<file path="src/rtl/scaler_snapshot.sv">
// Per-PPS snapshot of the trigger scaler count: captures COUNT on each PPS rising edge
// (or on a watchdog timeout) and queues {TMO, SEQ, DELTA} in a first-word-fall-through FIFO.
module scaler_snapshot #(
  parameter int DEPTH_LOG2 = 4,
  parameter int TIMEOUT    = 130000000
) (
  input  logic                  CLK120,
  input  logic                  RST_N,
  input  logic                  ENABLE,
  input  logic                  PPS,
  input  logic [31:0]           COUNT,
  input  logic                  RD,
  output logic [47:0]           DOUT,
  output logic                  EMPTY,
  output logic                  FULL,
  output logic [DEPTH_LOG2:0]   NENTRIES,
  output logic [15:0]           DROPPED,
  output logic                  BUSY,
  output logic [2:0]            DBG_STATE
);

  typedef enum logic [2:0] {
    S_IDLE  = 3'd0,
    S_PRIME = 3'd1,
    S_RUN   = 3'd2,
    S_LATCH = 3'd3,
    S_DELTA = 3'd4,
    S_PUSH  = 3'd5
  } state_t;

  localparam int                     DEPTH     = 1 << DEPTH_LOG2;
  localparam logic [31:0]            TMO_LAST  = 32'(TIMEOUT - 1);
  localparam logic [DEPTH_LOG2-1:0]  PTR_ONE   = 1;
  localparam logic [DEPTH_LOG2:0]    CNT_ONE   = 1;
  localparam logic [DEPTH_LOG2:0]    CNT_DEPTH = (DEPTH_LOG2+1)'(DEPTH);

  state_t                 state_q, state_d;
  logic                   pps_prev_q;
  logic [31:0]            prev_q, prev_d;
  logic [31:0]            snap_q, snap_d;
  logic [31:0]            delta_q, delta_d;
  logic                   tmo_q, tmo_d;
  logic [31:0]            timer_q, timer_d;
  logic [14:0]            seq_q, seq_d;
  logic [15:0]            dropped_q, dropped_d;
  logic [DEPTH_LOG2-1:0]  wr_ptr_q, wr_ptr_d;
  logic [DEPTH_LOG2-1:0]  rd_ptr_q, rd_ptr_d;
  logic [DEPTH_LOG2:0]    count_q, count_d;
  logic                   full_q, full_d;
  logic                   empty_q, empty_d;
  logic [47:0]            mem_q [DEPTH];

  logic                   pps_edge;
  logic                   wr_req;
  logic                   push;
  logic                   pop;
  logic                   drop;
  logic [47:0]            wr_data;

  assign pps_edge = PPS & ~pps_prev_q;

  // Each state's register action happens on the edge that enters it, so the
  // entry lands in the FIFO on the third edge after the PPS edge is seen.
  always_comb begin
    state_d = state_q;
    prev_d  = prev_q;
    snap_d  = snap_q;
    delta_d = delta_q;
    tmo_d   = tmo_q;
    timer_d = timer_q;
    wr_req  = 1'b0;
    case (state_q)
      S_IDLE: begin
        if (ENABLE) begin
          state_d = S_PRIME;
          prev_d  = COUNT;
          timer_d = '0;
        end
      end
      S_PRIME: begin
        timer_d = '0;
        state_d = S_RUN;
      end
      S_RUN: begin
        timer_d = timer_q + 32'd1;
        if (pps_edge || (timer_q == TMO_LAST)) begin
          state_d = S_LATCH;
          tmo_d   = ~pps_edge;
          snap_d  = COUNT;
          timer_d = '0;
        end
      end
      S_LATCH: begin
        timer_d = timer_q + 32'd1;
        delta_d = snap_q - prev_q;
        prev_d  = snap_q;
        state_d = S_DELTA;
      end
      S_DELTA: begin
        timer_d = timer_q + 32'd1;
        wr_req  = 1'b1;
        state_d = S_PUSH;
      end
      S_PUSH: begin
        timer_d = timer_q + 32'd1;
        state_d = S_RUN;
      end
      default: state_d = S_IDLE;
    endcase
    // Disable abandons whatever is in flight; re-enable re-primes PREV.
    if (!ENABLE) begin
      state_d = S_IDLE;
      wr_req  = 1'b0;
    end
  end

  assign wr_data = {tmo_q, seq_q, delta_q};
  assign pop     = RD & ~empty_q;
  assign push    = wr_req & (~full_q | pop);
  assign drop    = wr_req & ~push;

  always_comb begin
    wr_ptr_d  = push ? (wr_ptr_q + PTR_ONE) : wr_ptr_q;
    rd_ptr_d  = pop ? (rd_ptr_q + PTR_ONE) : rd_ptr_q;
    count_d   = count_q;
    case ({push, pop})
      2'b10:   count_d = count_q + CNT_ONE;
      2'b01:   count_d = count_q - CNT_ONE;
      default: count_d = count_q;
    endcase
    full_d    = (count_d == CNT_DEPTH);
    empty_d   = (count_d == '0);
    // SEQ advances on drops too, so lost entries show up as gaps.
    seq_d     = wr_req ? (seq_q + 15'd1) : seq_q;
    dropped_d = (drop && (dropped_q != 16'hFFFF)) ? (dropped_q + 16'd1) : dropped_q;
  end

  always_ff @(posedge CLK120 or negedge RST_N) begin
    if (!RST_N) begin
      state_q    <= S_IDLE;
      pps_prev_q <= 1'b0;
      prev_q     <= '0;
      snap_q     <= '0;
      delta_q    <= '0;
      tmo_q      <= 1'b0;
      timer_q    <= '0;
      seq_q      <= '0;
      dropped_q  <= '0;
      wr_ptr_q   <= '0;
      rd_ptr_q   <= '0;
      count_q    <= '0;
      full_q     <= 1'b0;
      empty_q    <= 1'b1;
    end else begin
      state_q    <= state_d;
      pps_prev_q <= PPS;
      prev_q     <= prev_d;
      snap_q     <= snap_d;
      delta_q    <= delta_d;
      tmo_q      <= tmo_d;
      timer_q    <= timer_d;
      seq_q      <= seq_d;
      dropped_q  <= dropped_d;
      wr_ptr_q   <= wr_ptr_d;
      rd_ptr_q   <= rd_ptr_d;
      count_q    <= count_d;
      full_q     <= full_d;
      empty_q    <= empty_d;
    end
  end

  always_ff @(posedge CLK120) begin
    if (push) mem_q[wr_ptr_q] <= wr_data;
  end

  // Head is forced to zero while empty so DOUT reads 0 out of reset.
  assign DOUT      = empty_q ? 48'd0 : mem_q[rd_ptr_q];
  assign EMPTY     = empty_q;
  assign FULL      = full_q;
  assign NENTRIES  = count_q;
  assign DROPPED   = dropped_q;
  assign BUSY      = (state_q != S_IDLE);
  assign DBG_STATE = state_q;

endmodule

</file>
<file path="config.mk">
export PLATFORM = sky130hd
export DESIGN_NAME = scaler_snapshot
export DESIGN_NICKNAME = d
export VERILOG_FILES = /design/src/rtl/scaler_snapshot.sv
export SDC_FILE = /design/constraint.sdc
export NUM_CORES = 1
export LEC_CHECK = 0
export CORE_ASPECT_RATIO = 1.25
export CORE_MARGIN = 10
export CORE_UTILIZATION = 66
export CTS_CLUSTER_SIZE = 24
export DETAILED_ROUTE_END_ITERATION = 10
export GPL_TIMING_DRIVEN = 0
export PLACE_DENSITY = 0.85
export SYNTH_ARGS = -nofsm -noshare
export SYNTH_HDL_FRONTEND = slang
export SYNTH_SLANG_ARGS = --single-unit
</file>
<file path="constraint.sdc">
create_clock -name CLK120 -period 7.6 [get_ports CLK120]
set_input_delay 1.9 -clock CLK120 [delete_from_list [all_inputs] [get_ports CLK120]]
set_output_delay 1.9 -clock CLK120 [all_outputs]
set_load 0.1 [all_outputs]
</file>
==> run metrics, run 1 <==
global-route wire length before repair=151 mm; # setup viols final=0; CP endpoint=DOUT[10]; Crit. Startpoint=rd_ptr_q[1]; H-tree Lvls=3; Mapped Nets=~2,200; 1st-iter DRT viols=2,559; Final Util=0.756; FMAX=0.150 GHz; Multi-input gate area=0.0107 sq mm; CP required=approximately 5.7 ns; full die area=between 0.06 and 0.07 sq mm; TritonCTS Buffers=85; cells after synthesis=2,124; Crit Path Max Fanout=10; vias in the first global route=22,700; Worst Setup Path Type=flip-flop to primary output; Post-synth top flop=edfxtp_1; slew margin rel.=0.151; DR WL/cell=32.2 microns; commonest non-fill, non-tap cell in the layout=edfxtp_1; VDD IR max=0.000378 V; Critical Path AT=4.78 ns; Power Density=414 mW/mm^2; hold_buf cts=0; Clock Tree Root=clkbuf_16; HPWL Detailed=~56 mm; via count=approximately 22,000; Hold Path Class=flip-flop to flip-flop; vias per cell=6.86; Post-CTS Setup Repair Bufs=0; Tcrit/Tclk final=0.878; CP Capture Type=primary output; Final Hold Fails=0; Post-DRT Antenna Nets=0; sequential share of the synthesized area=0.707; final setup margin=0.925 ns; Worst-Margin Slew=1.27 ns; layout net count=2,413; Max Buffers Root-to-Sink=3; initial antenna violation count=0; Worst R2R Setup Slack=3.79 ns; clk slew on worst S/H paths=0.07 ns; syn_area_per_cell=18.3 sq um; Die W=between 200 and 250 microns; DRT Pass-1 Iters=6; antenna fix cells=0; commonest non-fill, non-tap cells in the layout=edfxtp_1, mux4_2, dfrtp_1; RSZ-0062 raised after global routing=false; Critical Path Start Type=flip-flop; layout cell share with drive strength beyond 1=0.200; total of max-cap violations=0; # resized after CTS=0; die height=292 microns; DRC Markers=0; EDFF count, synth=768; synthesis-to-finish area growth=13.5%; synth warn=0; Skew-Pair Late Insertion Delay=0.67 ns; CTS tree=yes; CTS sink cnt=between 900 and 1,000; Final Max Slew Viols=0; core area=0.0585 sq mm; largest net degree at the start of global routing=102; gr usage total=0.297; gr ovfl total=0; post-route minimum period=6.68 ns; I/O pin count=112; Post-Syn Area=a little under 0.04 sq mm; Async SR Flop Fraction=0.189; worst hold slack=0.480 ns; design area=approximately 0.044 sq mm; Starting Density=0.666; post-synthesis cell type count=81; Max Clock Skew=0.0224 ns; P_leak=approximately 15 nW; Worst R2R End=FULL; routability cong.=0.813; Worst R2R Path Depth=15; worst reg2reg path startpoint=EMPTY; Seq. cell area=0.0275 sq mm; Placed Area=0.0413 sq mm; Post-Route WL=102 mm; std cell rows=99; flop and latch count out of synthesis=947; buffers added on ports=111; Fillers=3,114; pre-CTS setup slack=1.85 ns; status=finished clean
## state kept, by name (all words and copies together), names as in the netlist, 3 cells and up
register and flops:
DBG_STATE 3, rd_ptr_q 4, DROPPED 16, seq_q 15, snap_q 32, wr_ptr_q 4, NENTRIES 5, prev_q 32
delta_q 32, timer_q 32, mem_q 768
## metal layers
layer,vias up,global-route usage,share of wire
met5,-,0,0
met4,0,0.138,0.047
met3,311,0.0552,0.092
met2,1476,0.520,0.53
met1,11100,0.353,0.33
li1,8797,-,-
## critical path, cell delays in order, from the launching register on
cell and delay, ns:
dfrtp_1 0.39, clkbuf_1 0.28, buf_2 0.41, buf_1 0.78
mux4_2 0.44, mux4_2 0.54, nor2b_1 0.19, clkdlybuf4s50_1 1.06
## final cells by class
cell class | instances | share of cell area
Sequential cell | 947 | 0.623
Multi-Input combinational cell | 1024 | 0.243
Clock buffer | 101 | 0.0499
Timing Repair Buffer | 122 | 0.0321
Tap cell | 757 | 0.0214
Clock inverter | 59 | 0.0144
Buffer | 103 | 0.0116
Inverter | 50 | 0.00425
## cell families (layout without fill, tap and decap cells)
group | count (synthesis) | count (layout) | synth area share
flip-flops | 947 | 947 | 0.707
XOR/XNOR | 85 | 85 | 0.0191
AND/OR/NAND/NOR | 376 | 376 | 0.0505
multiplexers | 309 | 309 | 0.158
buffers and inverters | 153 | 435 | 0.0180
adder cells (fa/ha/maj) | 43 | 43 | 0.0140
AO/OA/AOI/OAI | 211 | 211 | 0.0334
## report_power, final
| part | internal [mW] | switching (mW) |
|---|---|---|
| clock network | 2.45 | 1.99 |
| registers | 6.26 | 0.601 |
| logic | 2.39 | 4.60 |
## through the flow
step	TNS, ns	std cells	power [mW]
2_1_floorplan	0	2124	11.8
3_3_place_gp	-477.59	2992	13.6
3_5_place_dp	0	3003	13.8
4_1_cts	0	3163	18.3
5_1_grt	0	3163	18.8
6_report	0	3163	18.3
## cell usage after synthesis (11+ instances only)
cell	number	area, sq um
a21o_1	14	105
a21oi_1	51	255
and2_1	24	150
and3_1	11	68.8
buf_2	25	125
buf_4	13	97.6
clkbuf_1	53	199
dfrtp_1	178	4450
edfxtp_1	768	23100
ha_1	42	526
inv_1	50	188
mux2_1	29	327
mux2i_1	33	330
mux4_2	240	5410
nand2_1	124	465
nand3_1	22	110
nand4_1	26	163
nor2_1	62	233
nor2b_1	55	344
o21ai_0	82	410
xnor2_1	55	482
xor2_1	30	263
## worst min path at each step
stage	from	to	slack, ns	cells after the start
global route	prev_q[21]	prev_q[21]	0.50	2
floorplan	prev_q[10]	prev_q[10]	0.45	2
detailed placement	prev_q[14]	prev_q[14]	0.47	2
finish	prev_q[19]	prev_q[19]	0.48	2
CTS	prev_q[14]	prev_q[14]	0.49	2
global placement	prev_q[13]	prev_q[13]	0.46	2
(Power assumes the default switching activity.)
==> run 2: changes to the inputs <==
- CAP_MARGIN: unset -> 15
- CORE_UTILIZATION: 66 -> 68
- DONT_BUFFER_PORTS: unset -> 1
- PLACE_DENSITY: 0.85 -> 0.84
==> run 2 against run 1 <==
Against the previous run: final area shrank 2.4%; clock power decreased by 6.5%; flip-flop and latch count did not move; critical path type unchanged; critical endpoint unchanged; highest routed layer unchanged.
==> run metrics, run 2 (synthesized netlist as in run 1, its figures left out) <==
status=finished clean; Psw=6.97 mW (-3.1%); Worst R2R Path Depth=16 (+1); FMAX=0.167 GHz (+11%); full die area=0.0673 sq mm (-2.7%); Comb power frac=0.364 (-0.018); RSZ-0062 raised after global routing=false; Worst R2R Setup Slack=3.14 ns (-0.65 ns); layout net count=2,310 (-4.3%); TritonCTS Buffers=85 (unchanged); via count=21,200 (-2.1%); Skew-Pair Late Insertion Delay=0.64 ns (-0.03 ns); largest net degree at the start of global routing=180 (+76%); Post-DRT Antenna Nets=0 (unchanged); layout cell share with drive strength beyond 1=0.230 (+0.0296); Hold Path Class=flip-flop to flip-flop; largest register by flop count=mem_q; Most common cell on crit path=mux4_2; global-route wire length before repair=146 mm (-2.8%); CTS tree=yes; DRT Pass-1 Iters=5 (-1); HPWL Detailed=54.8 mm (-2.5%); Seq. cell area=0.0275 sq mm (unchanged); Placed Area=0.0404 sq mm (-2.2%); crit path cell chain=clkbuf_1, buf_2, buf_1, mux4_2, mux4_2, nor2b_2; gr ovfl total=0 (unchanged); Worst Setup Path Type=flip-flop to primary output; Final Max Slew Viols=0 (unchanged); post-route minimum period=6.00 ns (-0.672 ns); Post-Route WL=99.5 mm (-2.4%); buffers added on ports=0 (-100%); Die W=234 microns (-1.4%); Tcrit/Tclk final=0.790 (-0.0885); Critical Path Start Type=flip-flop; vias per cell=6.97 (+1.6%); max reg flops=768 (unchanged); commonest non-fill, non-tap cell in the layout=edfxtp_1; gr usage total=0.302 (+0.00473); Power Density=407 mW/mm^2 (-1.8%); switch share=0.397 (+0.00432); 1st-iter DRT viols=2,872 (+12%); # resized after CTS=0 (unchanged); H-tree Lvls=3 (unchanged); Critical Path AT=4.10 ns (-0.68 ns); Post-CTS Setup Repair Bufs=0 (unchanged); Clock Tree Root=clkbuf_16; Starting Density=0.683 (+0.0169); hold_buf cts=0 (unchanged); Hold Path Cell Cnt=2 (unchanged); core area=0.0570 sq mm (-2.5%); std cell rows=98 (-1.0%); # setup viols final=0 (unchanged); Fillers=3,007 (-3.4%); Clk pwr share=0.237 (-0.006); CP required=5.70 ns (about the same); P_leak=14.8 nW (-2.7%); commonest non-fill, non-tap cells in the layout=edfxtp_1, mux4_2, dfrtp_1; Multi-input gate area=0.0109 sq mm (+1.1%); clk slew on worst S/H paths=0.07 ns (about the same); Final Hold Fails=0 (unchanged); CP Capture Type=primary output; CTS sink cnt=947 (unchanged); Flop pwr share=0.399 (+0.024); I/O pin count=112 (unchanged); design area=0.0431 sq mm (-2.4%); DRC Markers=0 (unchanged); slew margin rel.=0.151 (-0.000219); routability cong.=0.842 (+3.6%); Worst path slowest cell=nor2b_2; CP max stage delay=0.99 ns (-0.07 ns); synthesis-to-finish area growth=10.7%; VDD IR max=0.000341 V (-10%); Crit Path Max Fanout=10 (unchanged); initial antenna violation count=1 (+1); total number of cells along the worst setup path=6 (-1); Max Clock Skew=0.0212 ns (-0.00127 ns); DR WL/cell=32.6 microns (+1.3%); CP bufs+invs=3 (-1); vias in the first global route=22,300 (-1.8%); total of max-cap violations=0 (unchanged); Max Buffers Root-to-Sink=3 (unchanged); Worst-Margin Slew=1.27 ns (-0.00541 ns); Power Total=17.5 mW (-4.2%); Crit path max-delay family=buffers and inverters; Setup Total Neg Slack=0 ns (unchanged); die height=288 microns (-1.4%); Internal=10.6 mW (-4.9%)
## run 2: changes by cell type in the layout (fill, tap and decap cells not counted), sizes merged
| cell | delta |
|---|---|
| clkinv | -4 |
| diode | +1 |
| clkdlybuf4s50 | -110 |
| inv | -5 |
| clkbuf | +8 |
| buf | +7 |
| clkinvlp | +1 |
| bufinv | -7 |
## run 2: final cells by class
type,instances,share of cell area
Timing Repair Buffer,19,0.0104
Buffer,103,0.0119
Antenna cell,1,0.0000580
Inverter,50,0.00435
Clock buffer,109,0.0536
Clock inverter,44,0.00723
Sequential cell,947,0.639
Tap cell,750,0.0218
Multi-Input combinational cell,1024,0.252
## run 2: worst paths after layout
| path | start | end |
|---|---|---|
| setup reg to reg | DBG_STATE[2] | FULL |
| max in group asynchronous | RST_N | EMPTY |
| hold / removal | prev_q[29] | prev_q[29] |
| min in group asynchronous | RST_N | DROPPED[7] |
| setup / recovery | rd_ptr_q[1] | DOUT[10] |
| hold reg to reg | prev_q[29] | prev_q[29] |
## run 2: per-layer routing
| layer | wire length, microns | GRT usage | vias to the layer above |
|---|---|---|---|
| met5 | 0 | 0 | - |
| met4 | 4910 | 0.150 | 0 |
| met3 | 9680 | 0.0551 | 327 |
| met2 | 52100 | 0.515 | 1527 |
| met1 | 32800 | 0.366 | 10800 |
| li1 | - | - | 8588 |
## run 2: worst reg2reg max path: cells and delay by family (launching register included)
kind                     cells  cell delay (ns)
AND/OR/NAND/NOR              5             1.22
buffers and inverters        5             1.09
XOR/XNOR                     3             0.51
flip-flops                   1             0.94
AO/OA/AOI/OAI                1             0.17
adder cells (fa/ha/maj)      2             0.44
## run 2: per-stage QoR
stage,hold slack [ns],utilization,instances,worst slack (ns)
5_1_grt,0.507,0.756,3047,1.51
6_report,0.479,0.756,3047,1.60
3_5_place_dp,0.470,0.709,2890,2.33
2_1_floorplan,0.450,-,2124,2.86
3_3_place_gp,0.461,0.699,2874,1.50
4_1_cts,0.484,0.755,3043,1.55
## run 2: power groups by stage
stage / combinational [mW] / sequential, mW / clock [mW]
2_1_floorplan: 5.00 / 6.82 / 0
3_3_place_gp: 5.96 / 7.01 / 0
6_report: 6.38 / 7.00 / 4.15
5_1_grt: 6.69 / 7.06 / 4.34
4_1_cts: 6.33 / 6.98 / 4.17
3_5_place_dp: 6.18 / 7.08 / 0
==> run 3: changes to the inputs <==
- CORE_UTILIZATION: 68 -> 63
- PLACE_DENSITY: 0.84 -> 0.79
- clock period: 7.6 -> 6.2 ns (I/O delays scaled with it)
==> run 3 against run 2 <==
Against the previous run: total power grew 22%; utilization fell by 4.7 points; non-clock buffer count decreased by 2; final area increased by 0.33%; largest cell class unchanged.
==> run metrics, run 3 (synthesized netlist as in run 1, its figures left out) <==
Max Buffers Root-to-Sink=3 (unchanged); Worst Setup Path Type=flip-flop to primary output; Worst path slowest cell=nor2b_2; Die W=242 microns (+3.6%); I/O pin count=112 (unchanged); 1st-iter DRT viols=2,217 (-23%); max reg flops=768 (unchanged); DR WL/cell=29.2 microns (-11%); final setup margin=0.597 ns (-1.00 ns); design area=0.0433 sq mm (+0.33%); hold_buf cts=0 (unchanged); Worst R2R Setup Slack=1.77 ns (-1.37 ns); # setup viols final=0 (unchanged); Most common cell on crit path=mux4_2; core area=0.0610 sq mm (+7.1%); Tcrit/Tclk final=0.904; CTS sink cnt=947 (unchanged); CTS tree=yes; DRT Pass-1 Iters=6 (+1); clk slew on worst S/H paths=0.06 ns (about the same); Worst-Margin Slew=1.27 ns (-0.00181 ns); pre-CTS setup slack=1.34 ns (-0.988 ns); slew margin rel.=0.152 (+0.00121); initial antenna violation count=0 (-1); Post-Route WL=90.9 mm (-8.7%); Worst R2R Path Depth=16 (unchanged); Post-DRT Antenna Nets=0 (unchanged); Max Clock Skew=0.0265 ns (+0.00539 ns); placed insts=2,962 (+2.5%); Critical Path AT=4.05 ns (-0.05 ns); Hold Path Class=flip-flop to flip-flop; P_leak=14.8 nW (+0.18%); Starting Density=0.638 (-0.0450); Power Density=496 mW/mm^2 (+22%); buffers added on ports=0 (unchanged); Final Max Slew Viols=0 (unchanged); Hold Crit Start=prev_q[15]; DRC Markers=0 (unchanged); largest register by flop count=mem_q; full die area=0.0722 sq mm (+7.3%); TritonCTS Buffers=86 (+1.2%); Worst R2R End=EMPTY; die height=298 microns (+3.6%); commonest non-fill, non-tap cells in the layout=edfxtp_1, mux4_2, dfrtp_1; Critical Path Start Type=flip-flop; Power Total=21.4 mW (+22%); CP max stage delay=0.99 ns (about the same); FMAX=0.178 GHz; global-route wire length before repair=136 mm (-7.3%); CP required=4.65 ns (-1.05 ns); Finished Layout Cells=3,117 (+2.3%); vias in the first global route=21,500 (-3.5%); post-route minimum period=around 5.6 ns; worst reg2reg path startpoint=DBG_STATE[2]; Post-CTS Setup Repair Bufs=0 (unchanged); Clock Tree Root=clkbuf_16; status=finished clean; Crit path max-delay family=buffers and inverters; RSZ-0062 raised after global routing=false; via count=20,400 (-4.2%); largest net degree at the start of global routing=180 (unchanged); Fillers=3,586 (+19%); layout cell share with drive strength beyond 1=0.229 (-0.00101); synthesis-to-finish area growth=11.1%; Placed Area=0.0405 sq mm (+0.15%); HPWL Detailed=52.4 mm (-4.4%); Final Hold Fails=0 (unchanged); std cell rows=101 (+3.1%); vias per cell=6.53 (-6.3%); # resized after CTS=0 (unchanged); total of max-cap violations=0 (unchanged); layout net count=2,309 (-0.043%); commonest non-fill, non-tap cell in the layout=edfxtp_1; antenna fix cells=0 (-1); CP bufs+invs=3 (unchanged); routability cong.=0.864 (+2.6%); Skew-Pair Late Insertion Delay=0.65 ns (about the same); H-tree Lvls=3 (unchanged); VDD IR max=0.000367 V (+7.8%); Setup Total Neg Slack=0 ns (unchanged); Hold Path Cell Cnt=2 (unchanged); crit path cell chain=clkbuf_1, buf_2, buf_1, mux4_2, mux4_2, nor2b_2; CP Capture Type=primary output; gr usage total=0.253 (-0.0491); worst hold endpoint=prev_q[15]; gr ovfl total=0 (unchanged); Crit Path Max Fanout=10 (unchanged)
-- run 3: cell count changes in the layout (fill, tap and decap cells not counted), sizes merged --
cell / delta
clkinvlp: -2
clkinv: -8
diode: -1
bufinv: +2
buf: -2
clkbuf: +8
inv: -1
-- run 3: area by class of cell --
type | instances | area, sq um | area share
clock buffers | 117 | 2390 | 0.0553
clock inverters | 35 | 319 | 0.00738
plain buffers | 103 | 512 | 0.0118
inverters | 50 | 188 | 0.00434
multi-input cells | 1024 | 10900 | 0.251
repair buffers | 17 | 417 | 0.00963
well taps | 824 | 1030 | 0.0238
flip-flops and latches | 947 | 27500 | 0.637
-- run 3: where the power goes --
part	total [mW]	switching [mW]	internal [mW]	leakage, nW
clock	5.18	2.27	2.91	1.32
combinational	7.69	5.18	2.51	4.22
sequential	8.57	0.893	7.67	9.26
total	21.4	8.35	13.1	14.8
-- run 3: worst max-delay path by stage --
stage / slack [ns] / startpoint / cells after the start / to
final: 0.60 / rd_ptr_q[1] / 6 / DOUT[8]
after global routing: 0.58 / rd_ptr_q[1] / 6 / DOUT[0]
after CTS: 0.62 / rd_ptr_q[1] / 6 / DOUT[8]
after detailed placement: 1.34 / rd_ptr_q[1] / 6 / DOUT[8]
after global placement: 0.46 / ENABLE / 7 / mem_q[0][31]
after floorplan: 1.81 / rd_ptr_q[1] / 6 / DOUT[0]
-- run 3: worst register-to-register path: stages (launching register included) --
cell and delay (ns):
dfrtp_1 0.94, buf_4 0.31, and4bb_2 0.23, buf_2 0.28, and2_1 0.17, buf_2 0.19
inv_1 0.13, ha_1 0.21, clkbuf_1 0.18, xor2_1 0.19, ha_1 0.24, a21oi_1 0.18
xnor2_1 0.15, nand2b_1 0.10, xnor2_1 0.15, or4_4 0.57, nor2_1 0.12
-- run 3: stage by stage --
stage	hold WS (ns)	utilization
floorplan	0.450	-
global placement	0.462	0.655
detailed placement	0.470	0.663
CTS	0.483	0.708
global route	0.501	0.709
finish	0.479	0.709
-- run 3: routing by layer --
metal / GRT usage / up-vias / wire length, microns
met5: 0 / - / 0
met4: 0.108 / 0 / 3000
met3: 0.0471 / 173 / 7050
met2: 0.441 / 999 / 47900
met1: 0.305 / 10600 / 32900
li1: - / 8579 / -
